### src/rtl/line_beat_buffer_pkg.sv
// Shared definitions for the line/beat buffer: FSM state encoding and default geometry.
package line_beat_buffer_pkg;

  localparam int DEFAULT_LINE_WIDTH = 64;
  localparam int DEFAULT_BEAT_WIDTH = 16;

  typedef enum logic [1:0] {
    ST_IDLE  = 2'd0,
    ST_FILL  = 2'd1,
    ST_DRAIN = 2'd2
  } buf_state_t;

  function automatic int beats_per_line(input int line_width, input int beat_width);
    return line_width / beat_width;
  endfunction

endpackage

### src/rtl/line_beat_buffer_if.sv
// Command, fill-beat, writeback-beat and status signals of the line/beat buffer.
interface line_beat_buffer_if import line_beat_buffer_pkg::*; #(
  parameter int LINE_WIDTH = DEFAULT_LINE_WIDTH,
  parameter int BEAT_WIDTH = DEFAULT_BEAT_WIDTH
);

  localparam int BEATS = beats_per_line(LINE_WIDTH, BEAT_WIDTH);
  localparam int CW    = $clog2(BEATS);

  logic                  fill_start;
  logic [CW-1:0]         fill_offset;
  logic                  in_valid;
  logic [BEAT_WIDTH-1:0] in_data;
  logic                  in_ready;
  logic                  fill_done;
  logic                  wb_load;
  logic [LINE_WIDTH-1:0] wb_line;
  logic                  out_valid;
  logic [BEAT_WIDTH-1:0] out_data;
  logic                  out_last;
  logic                  out_ready;
  logic                  abort;
  logic                  busy;
  logic [LINE_WIDTH-1:0] line_dout;

  // The master side is the cache controller / memory bus, the slave side is the buffer.
  modport master (
    output fill_start, fill_offset, in_valid, in_data, wb_load, wb_line, out_ready, abort,
    input  in_ready, fill_done, out_valid, out_data, out_last, busy, line_dout
  );

  modport slave (
    input  fill_start, fill_offset, in_valid, in_data, wb_load, wb_line, out_ready, abort,
    output in_ready, fill_done, out_valid, out_data, out_last, busy, line_dout
  );

endinterface

### src/rtl/line_beat_buffer_beat_counter.sv
// CW-bit modulo counter with clear > load > increment priority.
module beat_counter import line_beat_buffer_pkg::*; #(
  parameter int CW = 2
) (
  input  logic          clk,
  input  logic          not_reset,
  input  logic          clear,
  input  logic          load,
  input  logic [CW-1:0] load_value,
  input  logic          inc,
  output logic [CW-1:0] count
);

  always_ff @(posedge clk or negedge not_reset) begin
    if (!not_reset) begin
      count <= '0;
    end else if (clear) begin
      count <= '0;
    end else if (load) begin
      count <= load_value;
    end else if (inc) begin
      count <= count + 1'b1;
    end
  end

endmodule

### src/rtl/line_beat_buffer.sv
// Bidirectional cache-line buffer: beat-wise fill into, and beat-wise drain out of, one line register.
// Define LINE_BUF_CWF_EN to start fills at fill_offset (critical-word-first); otherwise fills start at 0.
module line_beat_buffer import line_beat_buffer_pkg::*; #(
  parameter int LINE_WIDTH = DEFAULT_LINE_WIDTH,
  parameter int BEAT_WIDTH = DEFAULT_BEAT_WIDTH
) (
  input logic               clk,
  input logic               not_reset,
  line_beat_buffer_if.slave bus
);

  localparam int            BEATS    = beats_per_line(LINE_WIDTH, BEAT_WIDTH);
  localparam int            CW       = $clog2(BEATS);
  localparam logic [CW-1:0] LAST_IDX = CW'(BEATS - 1);

  buf_state_t            state;
  buf_state_t            state_next;
  logic [LINE_WIDTH-1:0] line;
  logic [CW-1:0]         idx;
  logic [CW-1:0]         beat_cnt;
  logic [CW-1:0]         start_idx;
  logic [CW-1:0]         idx_load_value;
  logic                  idx_clear;
  logic                  idx_load;
  logic                  idx_inc;
  logic                  cnt_clear;
  logic                  fill_accept;
  logic                  drain_accept;
  logic                  fill_last;
  logic                  capture_line;
  logic                  fill_done_q;

`ifdef LINE_BUF_CWF_EN
  assign start_idx = bus.fill_offset;
`else
  logic unused_fill_offset;
  assign unused_fill_offset = ^bus.fill_offset;
  assign start_idx          = '0;
`endif

  beat_counter #(.CW(CW)) u_idx (
    .clk        (clk),
    .not_reset  (not_reset),
    .clear      (idx_clear),
    .load       (idx_load),
    .load_value (idx_load_value),
    .inc        (idx_inc),
    .count      (idx)
  );

  beat_counter #(.CW(CW)) u_beat_cnt (
    .clk        (clk),
    .not_reset  (not_reset),
    .clear      (cnt_clear),
    .load       (1'b0),
    .load_value ('0),
    .inc        (fill_accept),
    .count      (beat_cnt)
  );

  always_ff @(posedge clk or negedge not_reset) begin
    if (!not_reset) begin
      state <= ST_IDLE;
    end else begin
      state <= state_next;
    end
  end

  // abort overrides everything, including a beat offered in the same cycle.
  always_comb begin
    state_next     = state;
    fill_accept    = 1'b0;
    drain_accept   = 1'b0;
    fill_last      = 1'b0;
    capture_line   = 1'b0;
    idx_clear      = bus.abort;
    idx_load       = 1'b0;
    idx_load_value = '0;
    cnt_clear      = bus.abort;
    if (bus.abort) begin
      state_next = ST_IDLE;
    end else begin
      case (state)
        ST_IDLE: begin
          if (bus.fill_start) begin
            state_next     = ST_FILL;
            idx_load       = 1'b1;
            idx_load_value = start_idx;
            cnt_clear      = 1'b1;
          end else if (bus.wb_load) begin
            state_next   = ST_DRAIN;
            idx_load     = 1'b1;
            capture_line = 1'b1;
          end
        end
        ST_FILL: begin
          if (bus.in_valid) begin
            fill_accept = 1'b1;
            if (beat_cnt == LAST_IDX) begin
              fill_last  = 1'b1;
              state_next = ST_IDLE;
            end
          end
        end
        ST_DRAIN: begin
          if (bus.out_ready) begin
            drain_accept = 1'b1;
            if (idx == LAST_IDX) begin
              state_next = ST_IDLE;
            end
          end
        end
        default: state_next = ST_IDLE;
      endcase
    end
  end

  assign idx_inc = fill_accept | drain_accept;

  always_ff @(posedge clk or negedge not_reset) begin
    if (!not_reset) begin
      line <= '0;
    end else if (capture_line) begin
      line <= bus.wb_line;
    end else if (fill_accept) begin
      line[idx*BEAT_WIDTH +: BEAT_WIDTH] <= bus.in_data;
    end
  end

  always_ff @(posedge clk or negedge not_reset) begin
    if (!not_reset) begin
      fill_done_q <= 1'b0;
    end else begin
      fill_done_q <= fill_last;
    end
  end

  assign bus.in_ready  = (state == ST_FILL) && !bus.abort;
  assign bus.out_valid = (state == ST_DRAIN);
  assign bus.out_data  = line[idx*BEAT_WIDTH +: BEAT_WIDTH];
  assign bus.out_last  = (state == ST_DRAIN) && (idx == LAST_IDX);
  assign bus.fill_done = fill_done_q;
  assign bus.busy      = (state != ST_IDLE);
  assign bus.line_dout = line;

endmodule

### src/flat_wrapper.sv
// flat-port wrapper written by rule: the top's interface ports become plain ports
module line_beat_buffer_flat import line_beat_buffer_pkg::*;
#(
  parameter int LINE_WIDTH = DEFAULT_LINE_WIDTH,
  parameter int BEAT_WIDTH = DEFAULT_BEAT_WIDTH
)
  (clk, not_reset, bus_fill_start, bus_fill_offset, bus_in_valid, bus_in_data, bus_wb_load, bus_wb_line, bus_out_ready, bus_abort, bus_in_ready, bus_fill_done, bus_out_valid, bus_out_data, bus_out_last, bus_busy, bus_line_dout);
  line_beat_buffer_if #(.LINE_WIDTH(LINE_WIDTH), .BEAT_WIDTH(BEAT_WIDTH)) bus_i ();
  input logic clk;
  input logic not_reset;
  input wire logic [$bits(bus_i.fill_start)-1:0] bus_fill_start;
  input wire logic [$bits(bus_i.fill_offset)-1:0] bus_fill_offset;
  input wire logic [$bits(bus_i.in_valid)-1:0] bus_in_valid;
  input wire logic [$bits(bus_i.in_data)-1:0] bus_in_data;
  input wire logic [$bits(bus_i.wb_load)-1:0] bus_wb_load;
  input wire logic [$bits(bus_i.wb_line)-1:0] bus_wb_line;
  input wire logic [$bits(bus_i.out_ready)-1:0] bus_out_ready;
  input wire logic [$bits(bus_i.abort)-1:0] bus_abort;
  output wire logic [$bits(bus_i.in_ready)-1:0] bus_in_ready;
  output wire logic [$bits(bus_i.fill_done)-1:0] bus_fill_done;
  output wire logic [$bits(bus_i.out_valid)-1:0] bus_out_valid;
  output wire logic [$bits(bus_i.out_data)-1:0] bus_out_data;
  output wire logic [$bits(bus_i.out_last)-1:0] bus_out_last;
  output wire logic [$bits(bus_i.busy)-1:0] bus_busy;
  output wire logic [$bits(bus_i.line_dout)-1:0] bus_line_dout;
  assign bus_i.fill_start = bus_fill_start;
  assign bus_i.fill_offset = bus_fill_offset;
  assign bus_i.in_valid = bus_in_valid;
  assign bus_i.in_data = bus_in_data;
  assign bus_i.wb_load = bus_wb_load;
  assign bus_i.wb_line = bus_wb_line;
  assign bus_i.out_ready = bus_out_ready;
  assign bus_i.abort = bus_abort;
  assign bus_in_ready = bus_i.in_ready;
  assign bus_fill_done = bus_i.fill_done;
  assign bus_out_valid = bus_i.out_valid;
  assign bus_out_data = bus_i.out_data;
  assign bus_out_last = bus_i.out_last;
  assign bus_busy = bus_i.busy;
  assign bus_line_dout = bus_i.line_dout;
  line_beat_buffer #(.LINE_WIDTH(LINE_WIDTH), .BEAT_WIDTH(BEAT_WIDTH)) u_core (.clk(clk), .not_reset(not_reset), .bus(bus_i));
endmodule
### config.mk
export PLATFORM = sky130hd
export DESIGN_NAME = line_beat_buffer_flat
export DESIGN_NICKNAME = d
export VERILOG_FILES = /design/src/rtl/line_beat_buffer_pkg.sv /design/src/rtl/line_beat_buffer_if.sv /design/src/rtl/line_beat_buffer_beat_counter.sv /design/src/rtl/line_beat_buffer.sv /design/src/flat_wrapper.sv
export SDC_FILE = /design/constraint.sdc
export NUM_CORES = 1
export LEC_CHECK = 0
export CAP_MARGIN = 30
export CORE_MARGIN = 1.5
export CORE_UTILIZATION = 40
export CTS_BUF_LIST = sky130_fd_sc_hd__clkbuf_8
export DETAILED_ROUTE_END_ITERATION = 10
export PLACE_DENSITY_LB_ADDON = 0.3
export SYNTH_ARGS = -nofsm -noshare
export SYNTH_HDL_FRONTEND = slang
export SYNTH_SLANG_ARGS = --single-unit
### constraint.sdc
create_clock -name clk -period 4.4 [get_ports clk]
set_input_delay 1.32 -clock clk [delete_from_list [all_inputs] [get_ports clk]]
set_output_delay 1.32 -clock clk [all_outputs]
set_load 0.005 [all_outputs]
==> results.json, run 1 <==
{
  "finalClockSkew_ns": 0.0114,
  "timing.fmax_mhz": 273,
  "antenna_found_initial": 0,
  "critPathMaxFanout": 14,
  "power_density_mw_per_mm2": 385,
  "tns_ns": 0,
  "cts_tree": "built",
  "wl_per_cell_um": 22.8,
  "multiInputGateArea_mm2": 0.00215,
  "synth_edf_count": 0,
  "port_buffers": 171,
  "required_ns": 3.08,
  "synth_common_cells": "71 x dfrtp_1, 64 x nor3_1, 63 x o21ai_0",
  "max_stage_delay_ns": 0.59,
  "clock_sinks": 71,
  "path_cells": "buf_4, mux4_2, clkdlybuf4s50_1",
  "yosysTopAreaCell": "dfrtp_1",
  "pin_count": 174,
  "viasPerCell": 6.44,
  "crit_type": "reg -> out",
  "async_flop_share_pct": 100,
  "hold_viol": 0,
  "hold_path_class": "reg -> reg",
  "global_route.usage.total_pct": 29.3,
  "slew_viol_final": 0,
  "cts-root-buf": "clkbuf_8",
  "clk_path_buf_depth": 2,
  "cts-htree-levels": 3,
  "cap_violations": 0,
  "synthesis.nets": 545,
  "fin_crit_ns": 3.66,
  "slowest_stage": "dfrtp_1",
  "synth-seq-cells": 71,
  "nets": 679,
  "grt_pass1_vias": 4476,
  "setup.worst_path.end_class": "primary output",
  "drive_gt1_share_pct": 9.17,
  "drc": 0,
  "postCtsHoldBufs": 0,
  "numCtsBuffers": 9,
  "ys_types": 35,
  "vias": 4669,
  "start_util_pct": 41.2,
  "post_synth.cell_area_avg_um2": 9.41,
  "die_height_um": 106,
  "synth_most_common_cell": "dfrtp_1",
  "max_slew_margin_pct": 37.4,
  "first_pass_iters": 5,
  "yosysTopAreaCellShare_pct": 42.0,
  "diodes": 0,
  "layout_setup_ws_ns": 0.742,
  "fill_cells": 884,
  "antenna_left": 0,
  "min_period_over_period_pct": 83.1,
  "grt_max_degree": 73,
  "leakage_uw": 0.00215,
  "postCtsSetupRepairBufs": 0,
  "coreArea_mm2": 0.0103,
  "startpoint_type": "flip-flop",
  "worst_pin_slew_ns": 0.939,
  "syn_inst": 450,
  "synth_ff_type": "dfrtp_1",
  "overflow": 0,
  "place.gp.congestion": 0.892,
  "synth_area_leaders": "dfrtp_1 42%, a31oi_1 8.9%, nand4_1 8.9%, mux4_2 8.5%, nor3_1 7.6%",
  "dieArea_mm2": 0.0112,
  "first_iter_violations": 535,
  "yosysWarnings": 0,
  "vdd_drop_max_mv": 0.210,
  "grt_pass1_wl_um": 25400,
  "die_w_um": 106,
  "postCtsResizedCells": 0,
  "final-seq-area_mm2": 0.00178,
  "clock_latency_ns": 0.35,
  "cp.arrival_ns": 2.34,
  "finalSetupViolations": 0,
  "rows": 37,
  "synth_sequential_area_ratio_pct": 42.0,
  "wirelength_um": 16500,
  "rsz0062_at_grt": "false",
  "place_ws_ns": 0.658,
  "area_delta_synth_final_pct": 45.5,
  "clkSlewWorstSetupHoldPaths_ns": 0.08,
  "status": "finished, final reports clean",
  "syn_area_mm2": 0.00423,
  "hpwl_um": 11400
}
## through the flow
stage | utilization [%] | total power, µW | cell area [µm²] | hold WS, ns | std cells
3_3_place_gp | 57.7 | 1790 | 5930 | 0.535 | 708
3_5_place_dp | 57.9 | 1820 | 5950 | 0.564 | 709
6_report | 59.9 | 2370 | 6160 | 0.580 | 725
4_1_cts | 59.9 | 2360 | 6160 | 0.581 | 725
2_1_floorplan | - | 1200 | 4230 | 0.523 | 450
5_1_grt | 59.9 | 2470 | 6160 | 0.589 | 725
## area by class of cell
cell class | count | share of cell area (%)
clock inverters | 5 | 0.914
flip-flops and latches | 71 | 28.8
inverters | 7 | 0.427
clock buffers | 11 | 2.46
multi-input cells | 311 | 35.0
well taps | 136 | 2.76
repair buffers | 184 | 29.6
## registers in the layout (all words and copies together) (netlist names)
register	cells
u_core.u_idx.count	2
u_core.u_beat_cnt.count	2
u_core.state	2
u_core.bus.fill_done	1
u_core.bus.line_dout	64
## path summary, 6_finish.rpt
kind                                     startpoint  depth (start not counted)                    endpoint  slack [ns]
max                           u_core.u_idx.count[0]                          3            bus_out_data[14]        0.74
min                        u_core.bus.line_dout[48]                          1    u_core.bus.line_dout[48]        0.58
max reg2reg                   u_core.u_idx.count[1]                          5    u_core.bus.line_dout[23]        1.35
min reg2reg                u_core.bus.line_dout[48]                          1    u_core.bus.line_dout[48]        0.58
max in group asynchronous                 not_reset                          3    u_core.bus.line_dout[27]        2.57
min in group asynchronous                 not_reset                          1  u_core.u_beat_cnt.count[1]        0.96
## worst max-delay path, delay by kind of cell (launching register included)
kind / cells / cell delay [ns]
buf+inv: 2 / 0.85
mux: 1 / 0.54
flops: 1 / 0.59
## logic make-up after synthesis
| logic type | after synthesis | share of synthesized area, % |
|---|---|---|
| buffers and inverters | 68 | 7.74 |
| adder cells (fa/ha/maj) | 6 | 1.77 |
| AND/OR/NAND/NOR | 156 | 21.7 |
| AO/OA/AOI/OAI | 132 | 18.1 |
| multiplexers | 16 | 8.51 |
| flip-flops | 71 | 42.0 |
| XOR/XNOR | 1 | 0.207 |
## power by group
| group | switching, µW | internal (µW) | total (µW) |
|---|---|---|---|
| Clock | 258 | 292 | 549 |
| Sequential | 164 | 803 | 967 |
| Combinational | 307 | 547 | 853 |
| Total | 728 | 1640 | 2370 |
## per-layer routing
metal | wire length [µm] | vias up | track usage, %
met1 | 6710 | 2285 | 41.2
met3 | 1650 | 36 | 5.50
met5 | 0 | - | 0
met4 | 495 | 0 | 12.4
met2 | 7660 | 313 | 44.4
li1 | - | 2035 | -
## placed cells by master (no fill, tap or decap), types with 2 or more instances in the layout
| master | instances |
|---|---|
| a21oi_1 | 2 |
| a311o_1 | 4 |
| a31oi_1 | 60 |
| and3_1 | 5 |
| and4bb_2 | 2 |
| buf_12 | 2 |
| buf_2 | 2 |
| buf_4 | 11 |
| clkbuf_8 | 11 |
| clkdlybuf4s50_1 | 169 |
| clkinv_2 | 2 |
| dfrtp_1 | 71 |
| ha_1 | 6 |
| inv_1 | 7 |
| mux4_2 | 16 |
| nand2_1 | 4 |
| nand3_1 | 3 |
| nand4_1 | 60 |
| nor2_1 | 2 |
| nor2b_1 | 2 |
| nor3_1 | 64 |
| nor3b_1 | 5 |
| o21ai_0 | 63 |
Power figures use the tool's default switching activity.
==> inputs of run 2 (changes only) <==
- clock period: 4.4 -> 3.3 ns (I/O delays scaled with it)
==> run 2 against run 1 <==
  * Final cell count rose by 0.41%
  * Clock skew decreased by 0.0030 ns
  * Combinational power up 34%
  * Worst setup slack worse by 0.50 ns
  * Highest routed layer unchanged
==> results.json, run 2 (synthesis gave the netlist of run 1 again) <==
{
  "p_int_uw": 2060,
  "finalSetupViolations": 0,
  "p_switching_uw": 963,
  "rows": 37,
  "pwr-share-comb_pct": 37.6,
  "cts-htree-levels": 3,
  "fill_cells": 877,
  "postCtsResizedCells": 0,
  "worstReg2RegStart": "u_core.u_idx.count[1]",
  "min_period_over_period_pct": 92.6,
  "holdPathStages": 2,
  "rsz0062_at_grt": "false",
  "first_iter_violations": 558,
  "seqPwrFrac_pct": 42.6,
  "first_pass_iters": 6,
  "final_common_cell": "clkdlybuf4s50_1",
  "coreArea_mm2": 0.0103,
  "vdd_drop_max_mv": 0.215,
  "crit_type": "reg -> out",
  "wirelength_um": 16300,
  "timing.fmax_mhz": 327,
  "r2r_end": "u_core.bus.line_dout[27]",
  "critPathMaxFanout": 18,
  "status": "finished, final reports clean",
  "antenna_left": 0,
  "area_delta_synth_final_pct": 45.2,
  "nets": 682,
  "vias": 4659,
  "clock_latency_ns": 0.36,
  "slew_viol_final": 0,
  "crit_path_start": "u_core.u_idx.count[0]",
  "largest_reg_flops": 64,
  "overflow": 0,
  "startpoint_type": "flip-flop",
  "hold_path_class": "reg -> reg",
  "cap_violations": 0,
  "finalClockSkew_ns": 0.00841,
  "clk_path_buf_depth": 2,
  "fin_crit_ns": 3.06,
  "start_util_pct": 41.2,
  "port_buffers": 171,
  "diodes": 0,
  "antenna_found_initial": 0,
  "required_ns": 2.31,
  "drc": 0,
  "grt_max_degree": 71,
  "hpwl_um": 11500,
  "postCtsHoldBufs": 0,
  "pin_count": 174,
  "drive_gt1_share_pct": 9.12,
  "swShare_pct": 31.8,
  "grt_pass1_vias": 4459,
  "setup.worst_path.end_class": "primary output",
  "clock_power_share_pct": 19.8,
  "rr_worst_depth": 7,
  "tns_ns": 0,
  "cts-root-buf": "clkbuf_8",
  "die_height_um": 106,
  "final_cell_mix": "169 x clkdlybuf4s50_1, 71 x dfrtp_1, 64 x nor3_1",
  "place.gp.congestion": 0.869,
  "wl_per_cell_um": 22.4,
  "worstHoldStart": "u_core.u_beat_cnt.count[1]",
  "worst_pin_slew_ns": 0.784,
  "cts_tree": "built",
  "numCtsBuffers": 9,
  "r2r_slack_ns": 0.69,
  "cp.arrival_ns": 2.07,
  "clock_sinks": 71,
  "postCtsSetupRepairBufs": 0,
  "global_route.usage.total_pct": 28.8,
  "power_density_mw_per_mm2": 492,
  "grt_pass1_wl_um": 24900,
  "viasPerCell": 6.40,
  "max_slew_margin_pct": 47.7,
  "setup.worst_path.end": "bus_out_data[8]",
  "leakage_uw": 0.00216,
  "die_w_um": 106,
  "dieArea_mm2": 0.0112,
  "hold_ws_ns": 0.568,
  "clkSlewWorstSetupHoldPaths_ns": 0.07,
  "hold_viol": 0
}
run 2: critical path, cell delays in order (launching register included):
cell	delay (ns)
dfrtp_1	0.36
buf_4	0.30
mux4_2	0.56
clkdlybuf4s50_1	0.49
run 2: layout make-up:
cell class	count	area (µm²)	share of cell area, %
clock buffer	9	124	2.02
sequential	71	1780	28.9
inverter	7	26.3	0.428
timing repair buffer	187	1860	30.3
clock inverter	7	33.8	0.550
multi-input combinational	311	2150	35.1
tap	136	170	2.77
run 2: power groups by stage:
| stage | logic, µW | clock network (µW) | registers [µW] |
|---|---|---|---|
| after floorplan | 380 | 0 | 1220 |
| after global placement | 1110 | 0 | 1290 |
| after detailed placement | 1140 | 0 | 1290 |
| after CTS | 1140 | 595 | 1280 |
| after global routing | 1210 | 641 | 1300 |
| final | 1140 | 599 | 1290 |
run 2: how the worst min path moves through the flow:
stage	endpoint
floorplan	u_core.u_beat_cnt.count[1]
global route	u_core.u_beat_cnt.count[1]
CTS	u_core.bus.line_dout[37]
detailed placement	u_core.bus.line_dout[37]
global placement	u_core.u_beat_cnt.count[1]
finish	u_core.u_beat_cnt.count[1]
run 2: metrics by stage:
stage                     area, µm²  utilization, %  total power [µW]  setup WS [ns]  cells
after floorplan                4230               -              1600          0.726    450
after global placement         5990            58.3              2390          0.274    712
after detailed placement       5990            58.3              2430          0.199    712
after CTS                      6140            59.8              3010          0.248    728
after global routing           6140            59.8              3160          0.193    728
final                          6140            59.8              3020          0.244    728
run 2: routing by layer:
metal,routed length (µm),GRT usage (%),up-vias
met3,1600,6.12,30
met5,0,0,-
met2,7600,42.8,321
li1,-,-,2047
met4,346,10.9,0
met1,6720,41.1,2261
